**config.mk**
```make
export PLATFORM = sky130hd
export DESIGN_NAME = mmio_slot_master
export DESIGN_NICKNAME = d
export VERILOG_FILES = /design/src/rtl/mmio_slot_master.sv
export SDC_FILE = /design/constraint.sdc
export NUM_CORES = 1
export LEC_CHECK = 0
export ABC_AREA = 0
export CORE_ASPECT_RATIO = 1.4
export CORE_UTILIZATION = 52
export DETAILED_ROUTE_END_ITERATION = 7
export GPL_ROUTABILITY_DRIVEN = 0
export PLACE_DENSITY = 0.77
export SLEW_MARGIN = 20
export SYNTH_ARGS = -nofsm -noshare
export SYNTH_HDL_FRONTEND = slang
export SYNTH_SLANG_ARGS = --single-unit
```
**constraint.sdc**
```tcl
create_clock -name clk -period 2.38 [get_ports clk]
set_input_delay 0.595 -clock clk [delete_from_list [all_inputs] [get_ports clk]]
set_output_delay 0.595 -clock clk [all_outputs]
set_load 0.02 [all_outputs]
```
**src/rtl/mmio_slot_master.sv**
```systemverilog
// Queued MMIO master: buffers upstream requests in a FIFO and replays them one at a time onto a slot register bus.
// Optional MMIO_SLOT_MASTER_POSTED_WRITE_EN: writes complete without producing a response.
module mmio_slot_master #(
   parameter int FIFO_DEPTH = 4
) (
   input  logic        clk,
   input  logic        reset_n,
   input  logic        req_valid,
   output logic        req_ready,
   input  logic        req_write,
   input  logic [4:0]  req_addr,
   input  logic [31:0] req_wdata,
   output logic        rsp_valid,
   input  logic        rsp_ready,
   output logic [31:0] rsp_rdata,
   output logic        cs,
   output logic        read,
   output logic        write,
   output logic [4:0]  addr,
   output logic [31:0] wr_data,
   input  logic [31:0] rd_data,
   output logic        idle
);

   localparam int AW = (FIFO_DEPTH > 1) ? $clog2(FIFO_DEPTH) : 1;
   localparam logic [AW:0] CNT_FULL = (AW+1)'(FIFO_DEPTH);

   typedef enum logic [1:0] {IDLE, ACCESS, RESP} state_t;

   state_t         state;
   logic [AW-1:0]  wr_ptr;
   logic [AW-1:0]  rd_ptr;
   logic [AW:0]    count;
   logic           op_write;
   logic           full;
   logic           empty;
   logic           push;
   logic           pop;

   logic           fifo_write [FIFO_DEPTH];
   logic [4:0]     fifo_addr  [FIFO_DEPTH];
   logic [31:0]    fifo_wdata [FIFO_DEPTH];

   // Push is gated on !full alone, so a same-cycle pop never frees room for a push.
   assign full      = (count == CNT_FULL);
   assign empty     = (count == '0);
   assign push      = req_valid && !full;
   assign pop       = (state == IDLE) && !empty;
   assign req_ready = !full;
   assign idle      = empty && (state == IDLE);

   always_ff @(posedge clk) begin
      if (push) begin
         fifo_write[wr_ptr] <= req_write;
         fifo_addr[wr_ptr]  <= req_addr;
         fifo_wdata[wr_ptr] <= req_wdata;
      end
   end

   always_ff @(posedge clk) begin
      if (!reset_n) begin
         wr_ptr <= '0;
         rd_ptr <= '0;
         count  <= '0;
      end else begin
         if (push) wr_ptr <= wr_ptr + 1'b1;
         if (pop)  rd_ptr <= rd_ptr + 1'b1;
         case ({push, pop})
            2'b10:   count <= count + 1'b1;
            2'b01:   count <= count - 1'b1;
            default: count <= count;
         endcase
      end
   end

   // Slot strobes are raised on entry to ACCESS so they are high for exactly that cycle.
   always_ff @(posedge clk) begin
      if (!reset_n) begin
         state     <= IDLE;
         op_write  <= 1'b0;
         rsp_valid <= 1'b0;
         rsp_rdata <= '0;
         cs        <= 1'b0;
         read      <= 1'b0;
         write     <= 1'b0;
         addr      <= '0;
         wr_data   <= '0;
      end else begin
         case (state)
            IDLE: begin
               if (pop) begin
                  op_write <= fifo_write[rd_ptr];
                  addr     <= fifo_addr[rd_ptr];
                  wr_data  <= fifo_wdata[rd_ptr];
                  cs       <= 1'b1;
                  read     <= !fifo_write[rd_ptr];
                  write    <= fifo_write[rd_ptr];
                  state    <= ACCESS;
               end
            end
            ACCESS: begin
               cs    <= 1'b0;
               read  <= 1'b0;
               write <= 1'b0;
               rsp_rdata <= op_write ? 32'd0 : rd_data;
`ifdef MMIO_SLOT_MASTER_POSTED_WRITE_EN
               if (op_write) begin
                  state <= IDLE;
               end else begin
                  rsp_valid <= 1'b1;
                  state     <= RESP;
               end
`else
               rsp_valid <= 1'b1;
               state     <= RESP;
`endif
            end
            RESP: begin
               if (rsp_ready) begin
                  rsp_valid <= 1'b0;
                  state     <= IDLE;
               end
            end
            default: begin
               state <= IDLE;
            end
         endcase
      end
   end

endmodule

```
==> impl_metrics.py, run 1 <==
metrics = {
    "run_status": {
        "status": "finished clean",
    },
    "clock_tree": {
        "clkTransAtPathRegs_ns": 0.06,
        "clock_sink_count": 237,
        "postCtsHoldBufs": 0,
        "tritoncts": "built",
        "insertion_delay_ns": 0.49,
        "cts_buffers": 22,
        "h-tree-depth": 1,
        "post_cts_buffers": 0,
        "clk_path_buf_depth": 3,
        "cts-root-buf": "clkbuf_16",
    },
    "power": {
        "swShare": 0.301,
        "comb_power_share": 0.309,
        "p_int_uw": 8930,
        "clkPwrFrac": 0.260,
        "leakagePower_uw": 0.00371,
        "p_seq_frac": 0.431,
        "p_switching_uw": 3840,
        "cellPowerDensity_nw_per_um2": 1160,
        "ir_drop_mv": 0.905,
    },
    "synth": {
        "synthTopCellsByCount": "edfxtp_1, dfxtp_1, a21oi_1",
        "syn-instance-count": 510,
        "synth_area_um2": 8480,
        "yosys_warnings": 0,
        "yosysUniqueCellTypes": 35,
        "dominantRegCellSynth": "edfxtp_1",
        "synthTopCellsByArea": "edfxtp_1, dfxtp_1, mux4_2",
        "yosysMostFrequentCell": "edfxtp_1",
        "synth_nets": 590,
        "async_flop_share": 0,
        "syn_avg_cell_area_um2": 16.6,
        "ys_ff_latch": 237,
        "synth-edff-count": 152,
        "synth_largest_area_cell": "edfxtp_1",
        "synth_top_area_share": 0.538,
        "ys_seq_area_frac": 0.739,
    },
    "detailed_routing": {
        "dr.pass1.iters": 4,
        "drtIter0Drc": 269,
        "vias_per_cell": 5.61,
        "drc_errors": 0,
        "finalWirelength_mm": 17.1,
        "wire_per_inst_um": 19.4,
        "route.vias.total": 4941,
        "ant_nets": 0,
    },
    "critical_path": {
        "cp_slowest_cell": "or3b_1",
        "end_kind": "output pin",
        "path_cells": "or3b_1, buf_4, clkbuf_2",
        "worstPathArrival_ns": 1.58,
        "critPathLaunchType": "flip-flop",
        "cpLargestDelayFamily": "simple AND/OR/NAND/NOR gates",
        "critical_path.max_fanout": 9,
        "cp.required_ns": 1.78,
        "path_class": "flip-flop to output pin",
        "path_buf_inv": 2,
        "max_stage_delay_ns": 0.41,
    },
    "floorplanning": {
        "io_pins": 149,
        "num_rows": 54,
        "die_x_um": 110,
        "core_area_um2": 15700,
        "initial_utilization": 0.539,
        "die_h_um": 153,
        "die-area_um2": 16800,
    },
    "place": {
        "io_buffer_count": 148,
        "dpl.cell_count": 841,
        "hpwl_mm": 11.2,
        "place_area_um2": 10300,
    },
    "finish": {
        "seq_area_um2": 6270,
        "multi_input_area_um2": 2030,
        "final_layout_size_suffix_gt1_frac": 0.152,
        "finalNonFillerCells": 881,
        "postLayoutCellArea_um2": 11000,
        "fin_nets": 749,
        "fillers": 1036,
        "diodes": 0,
        "area_growth_pct": 29.3,
    },
    "timing": {
        "finalHoldViolCount": 0,
        "layout_min_cycle_time_ns": 2.18,
        "max_freq_mhz": 459,
        "worst_pin_slew_ns": 0.898,
        "slew_headroom": 0.401,
        "finalCritPeriodShare": 0.915,
        "rsz0062_at_grt": "false",
        "drv_slew": 0,
        "setup_viol": 0,
        "fin_setup_tns_ns": 0,
        "skew_ns": 0.00481,
    },
    "global_routing": {
        "grt_max_degree": 43,
        "overflow": 0,
        "grt_use_total": 0.207,
        "grt_pass1_vias": 5178,
        "antenna_found_initial": 0,
        "grt_pass1_wl_mm": 26.5,
    },
    "run": {
        "maxCapViolCount": 0,
    },
    "worst_hold_path": {
        "hp-class": "flip-flop to flip-flop",
    },
}
stage by stage:
step / power (µW) / setup WS, ns / util / hold slack [ns]
final: 12800 / 0.202 / 0.697 / 0.456
after global routing: 13400 / 0.0764 / 0.697 / 0.469
after CTS: 12900 / 0.00419 / 0.697 / 0.455
after detailed placement: 9600 / 0.0231 / 0.653 / 0.445
after global placement: 9450 / 0.0488 / 0.653 / 0.439
after floorplan: 7940 / 0.0845 / - / 0.475
sequential cells by signal, indices dropped and copies added, names as in the netlist, 2 cells and up, named ones only:
register    count
fifo_wdata    128
rsp_rdata      32
wr_data        32
fifo_addr      20
addr            5
fifo_write      4
count           3
rd_ptr          2
state           2
wr_ptr          2
cell type report:
cell class                 count  area share
inverter                       9     0.00308
clock buffer                  29      0.0563
multi-input combinational    229       0.185
sequential                   237       0.572
clock inverter                11     0.00696
tap                          196      0.0224
timing repair buffer         170       0.155
power groups by stage:
stage | Sequential [µW] | Combinational (µW) | Clock [µW]
after floorplan | 6000 | 1950 | 0
after global placement | 5540 | 3910 | 0
after detailed placement | 5580 | 4020 | 0
after CTS | 5500 | 4020 | 3390
after global routing | 5580 | 4250 | 3540
final | 5500 | 3950 | 3320
kinds of logic (layout without fill, tap and decap cells):
logic type,count (synthesis),after routing,share of synthesized area
flops,237,237,0.739
fa+ha+maj,6,6,0.00974
mux,39,39,0.102
buf+inv,44,219,0.0239
simple gates,94,94,0.0527
xor+xnor,2,2,0.00207
compound gates,88,88,0.0708
placed cells by master, fill, tap and decap left out, types with 5 or more instances in the layout:
| master | synthesis | layout |
|---|---|---|
| clkdlybuf4s50_1 | 0 | 146 |
| nor2_1 | 5 | 5 |
| nand3_1 | 35 | 35 |
| buf_12 | 0 | 5 |
| inv_1 | 8 | 8 |
| ha_1 | 5 | 5 |
| a21oi_1 | 40 | 40 |
| dfxtp_1 | 85 | 82 |
| nand2_1 | 36 | 36 |
| clkbuf_16 | 0 | 23 |
| edfxtp_1 | 152 | 152 |
| a22o_1 | 37 | 37 |
| buf_4 | 3 | 17 |
| clkinv_1 | 1 | 6 |
| mux4_2 | 38 | 38 |
worst paths after layout:
check	from	endpoint	slack (ns)	depth (start not counted)
setup / recovery	count[0]	req_ready	0.20	3
hold reg to reg	rsp_rdata[1]	rsp_rdata[1]	0.46	2
hold / removal	rsp_rdata[1]	rsp_rdata[1]	0.46	2
setup reg to reg	count[0]	count[2]	0.27	8
tightest hold or removal path, delay by kind of cell, from the launching register on:
family / cells / cell delay [ns]
simple gates: 1 / 0.05
flops: 1 / 0.31
compound gates: 1 / 0.05
routing by layer:
| metal | vias to the layer above | track usage | share of wire |
|---|---|---|---|
| met5 | - | 0 | 0 |
| met1 | 2485 | 0.240 | 0.38 |
| met2 | 152 | 0.390 | 0.55 |
| li1 | 2282 | - | - |
| met3 | 22 | 0.0333 | 0.052 |
| met4 | 0 | 0.0489 | 0.015 |
what timing repair did:
action	CTS	global route
gates resized for setup	2	6
setup endpoints to repair	2	2
endpoints found under the hold margin	0	0
cloned	0	0
Power figures use the tool's default switching activity.
==> run 2, diff against run 1 <==
--- a/config.mk
+++ b/config.mk
@@ -11,6 +11,7 @@
 export DETAILED_ROUTE_END_ITERATION = 7
 export GPL_ROUTABILITY_DRIVEN = 0
 export PLACE_DENSITY = 0.77
+export SETUP_SLACK_MARGIN = 0.4
 export SLEW_MARGIN = 20
 export SYNTH_ARGS = -nofsm -noshare
 export SYNTH_HDL_FRONTEND = slang
==> run 2 against run 1 <==
Compared with the run above:
- sequential share of layout area increased by 0.60 points
- first-iteration DRC count increased by 16%
- non-clock buffer count unchanged
- hold slack got worse by 0.0046 ns
- clock power decreased by 6.3%
- cell count decreased by 0.34%
- setup slack improved by 0.10 ns
- wire length increased by 2.0%
- count of clock-buffer cells in the layout increased by 1
==> impl_metrics.py, run 2 (same netlist as run 1, synthesis figures left out) <==
metrics = {
    "timing": {
        "max_freq_mhz": 482,
        "fin_setup_tns_ns": 0,
        "worst_pin_slew_ns": 0.892,
        "rsz0062_at_grt": "true",
        "drv_slew": 0,
        "finalHoldViolCount": 0,
        "slew_headroom": 0.405,
        "finalCritPeriodShare": 0.872,
        "layout_min_cycle_time_ns": 2.08,
        "skew_ns": 0.00721,
        "setup_viol": 0,
    },
    "run_status": {
        "status": "finished clean",
    },
    "critical_path": {
        "critical_path.max_fanout": 3,
        "cp.required_ns": 1.78,
        "path_cells": "or3_4, nor3_2, buf_4",
        "max_stage_delay_ns": 0.39,
        "critPathLaunchType": "flip-flop",
        "worstPathArrival_ns": 1.48,
        "path_class": "flip-flop to output pin",
        "cp_slowest_cell": "or3_4",
        "end_kind": "output pin",
    },
    "finish": {
        "largest_reg_flops": 128,
        "final_cell_mix": "edfxtp_1, dfxtp_1, clkdlybuf4s50_1, dlygate4sd2_1, a21oi_1",
        "max_flop_register": "fifo_wdata",
        "reg_top3": "fifo_wdata (128), rsp_rdata (32), wr_data (32)",
        "diodes": 0,
        "area_growth_pct": 28.2,
        "fin_nets": 748,
        "fin_util": 0.691,
        "final_layout_size_suffix_gt1_frac": 0.163,
        "final_common_cell": "edfxtp_1",
    },
    "global_routing": {
        "antenna_found_initial": 0,
        "overflow": 0,
        "grt_pass1_wl_mm": 27.1,
        "grt_max_degree": 43,
        "grt_use_total": 0.212,
        "grt_pass1_vias": 5241,
    },
    "place": {
        "hpwl_mm": 11.4,
        "io_buffer_count": 148,
    },
    "floorplanning": {
        "die-area_um2": 16800,
        "io_pins": 149,
        "core_area_um2": 15700,
        "initial_utilization": 0.539,
        "die_h_um": 153,
        "num_rows": 54,
        "die_x_um": 110,
    },
    "clock_tree": {
        "clkTransAtPathRegs_ns": 0.06,
        "cts_buffers": 21,
        "h-tree-depth": 1,
        "clk_path_buf_depth": 3,
        "postCtsHoldBufs": 0,
        "insertion_delay_ns": 0.48,
        "cts-root-buf": "clkbuf_16",
        "clock_sink_count": 237,
        "tritoncts": "built",
    },
    "detailed_routing": {
        "ant_nets": 0,
        "finalWirelength_mm": 17.4,
        "drc_errors": 0,
        "wire_per_inst_um": 19.9,
        "route.vias.total": 5023,
        "drtIter0Drc": 311,
        "dr.pass1.iters": 4,
        "vias_per_cell": 5.72,
    },
    "power": {
        "leakagePower_uw": 0.00401,
        "cellPowerDensity_nw_per_um2": 1140,
        "totalPowerFinal_uw": 12400,
        "ir_drop_mv": 0.721,
    },
    "run": {
        "maxCapViolCount": 0,
    },
    "worst_hold_path": {
        "hp-class": "flip-flop to flip-flop",
    },
}
[run 2: cell count changes in the layout (fill, tap and decap cells not counted), sizes merged, moves of 2 or more]
cell,before,now
buf,22,24
clkinvlp,3,1
clkdlybuf4s50,146,73
dlygate4sd2,0,73
[run 2: path summary, 6_finish.rpt]
kind                         to  cells after the start  slack (ns)           from
hold / removal    rsp_rdata[22]                      2        0.45  rsp_rdata[22]
hold reg to reg   rsp_rdata[22]                      2        0.45  rsp_rdata[22]
setup reg to reg       count[2]                      8        0.33       count[0]
setup / recovery           idle                      3        0.30       count[2]
[run 2: final cells by class]
type | instances | area (µm²)
flip-flops and latches | 237 | 6280
inverters | 9 | 33.8
fillers | 1033 | 4870
repair buffers | 170 | 1620
clock buffers | 30 | 599
well taps | 196 | 245
clock inverters | 7 | 35.0
multi-input cells | 229 | 2060
[run 2: per-layer routing]
layer | routed length, µm | GRT usage
met1 | 6590 | 0.253
met2 | 9430 | 0.385
met3 | 1090 | 0.0345
met4 | 339 | 0.0654
met5 | 0 | 0
[run 2: per-stage QoR]
stage | hold WS [ns] | area (µm²) | setup slack [ns] | std cells
global route | 0.476 | 10900 | 0.235 | 878
global placement | 0.439 | 10300 | 0.100 | 838
detailed placement | 0.443 | 10300 | 0.0335 | 838
floorplan | 0.469 | 8520 | 0.333 | 510
finish | 0.451 | 10900 | 0.303 | 878
CTS | 0.450 | 10900 | 0.298 | 878
[run 2: worst max-delay path, delay by kind of cell, from the launching register on]
| family | cells | cell delay, ns |
|---|---|---|
| buf+inv | 1 | 0.17 |
| flops | 1 | 0.34 |
| simple gates | 2 | 0.50 |
[run 2: what timing repair did]
item                                    in CTS  in global routing
gates cloned                                 0                  0
pin swaps                                    1                  0
gates resized for setup                     90                  0
endpoints found under the setup margin      77                  3
setup buffers                                3                  0
[run 2: where the power goes]
part           internal, µW  switching [µW]  total [µW]
registers              5120             422        5540
clock network          1750            1360        3110
logic                  1680            2080        3760
total                  8550            3860       12400
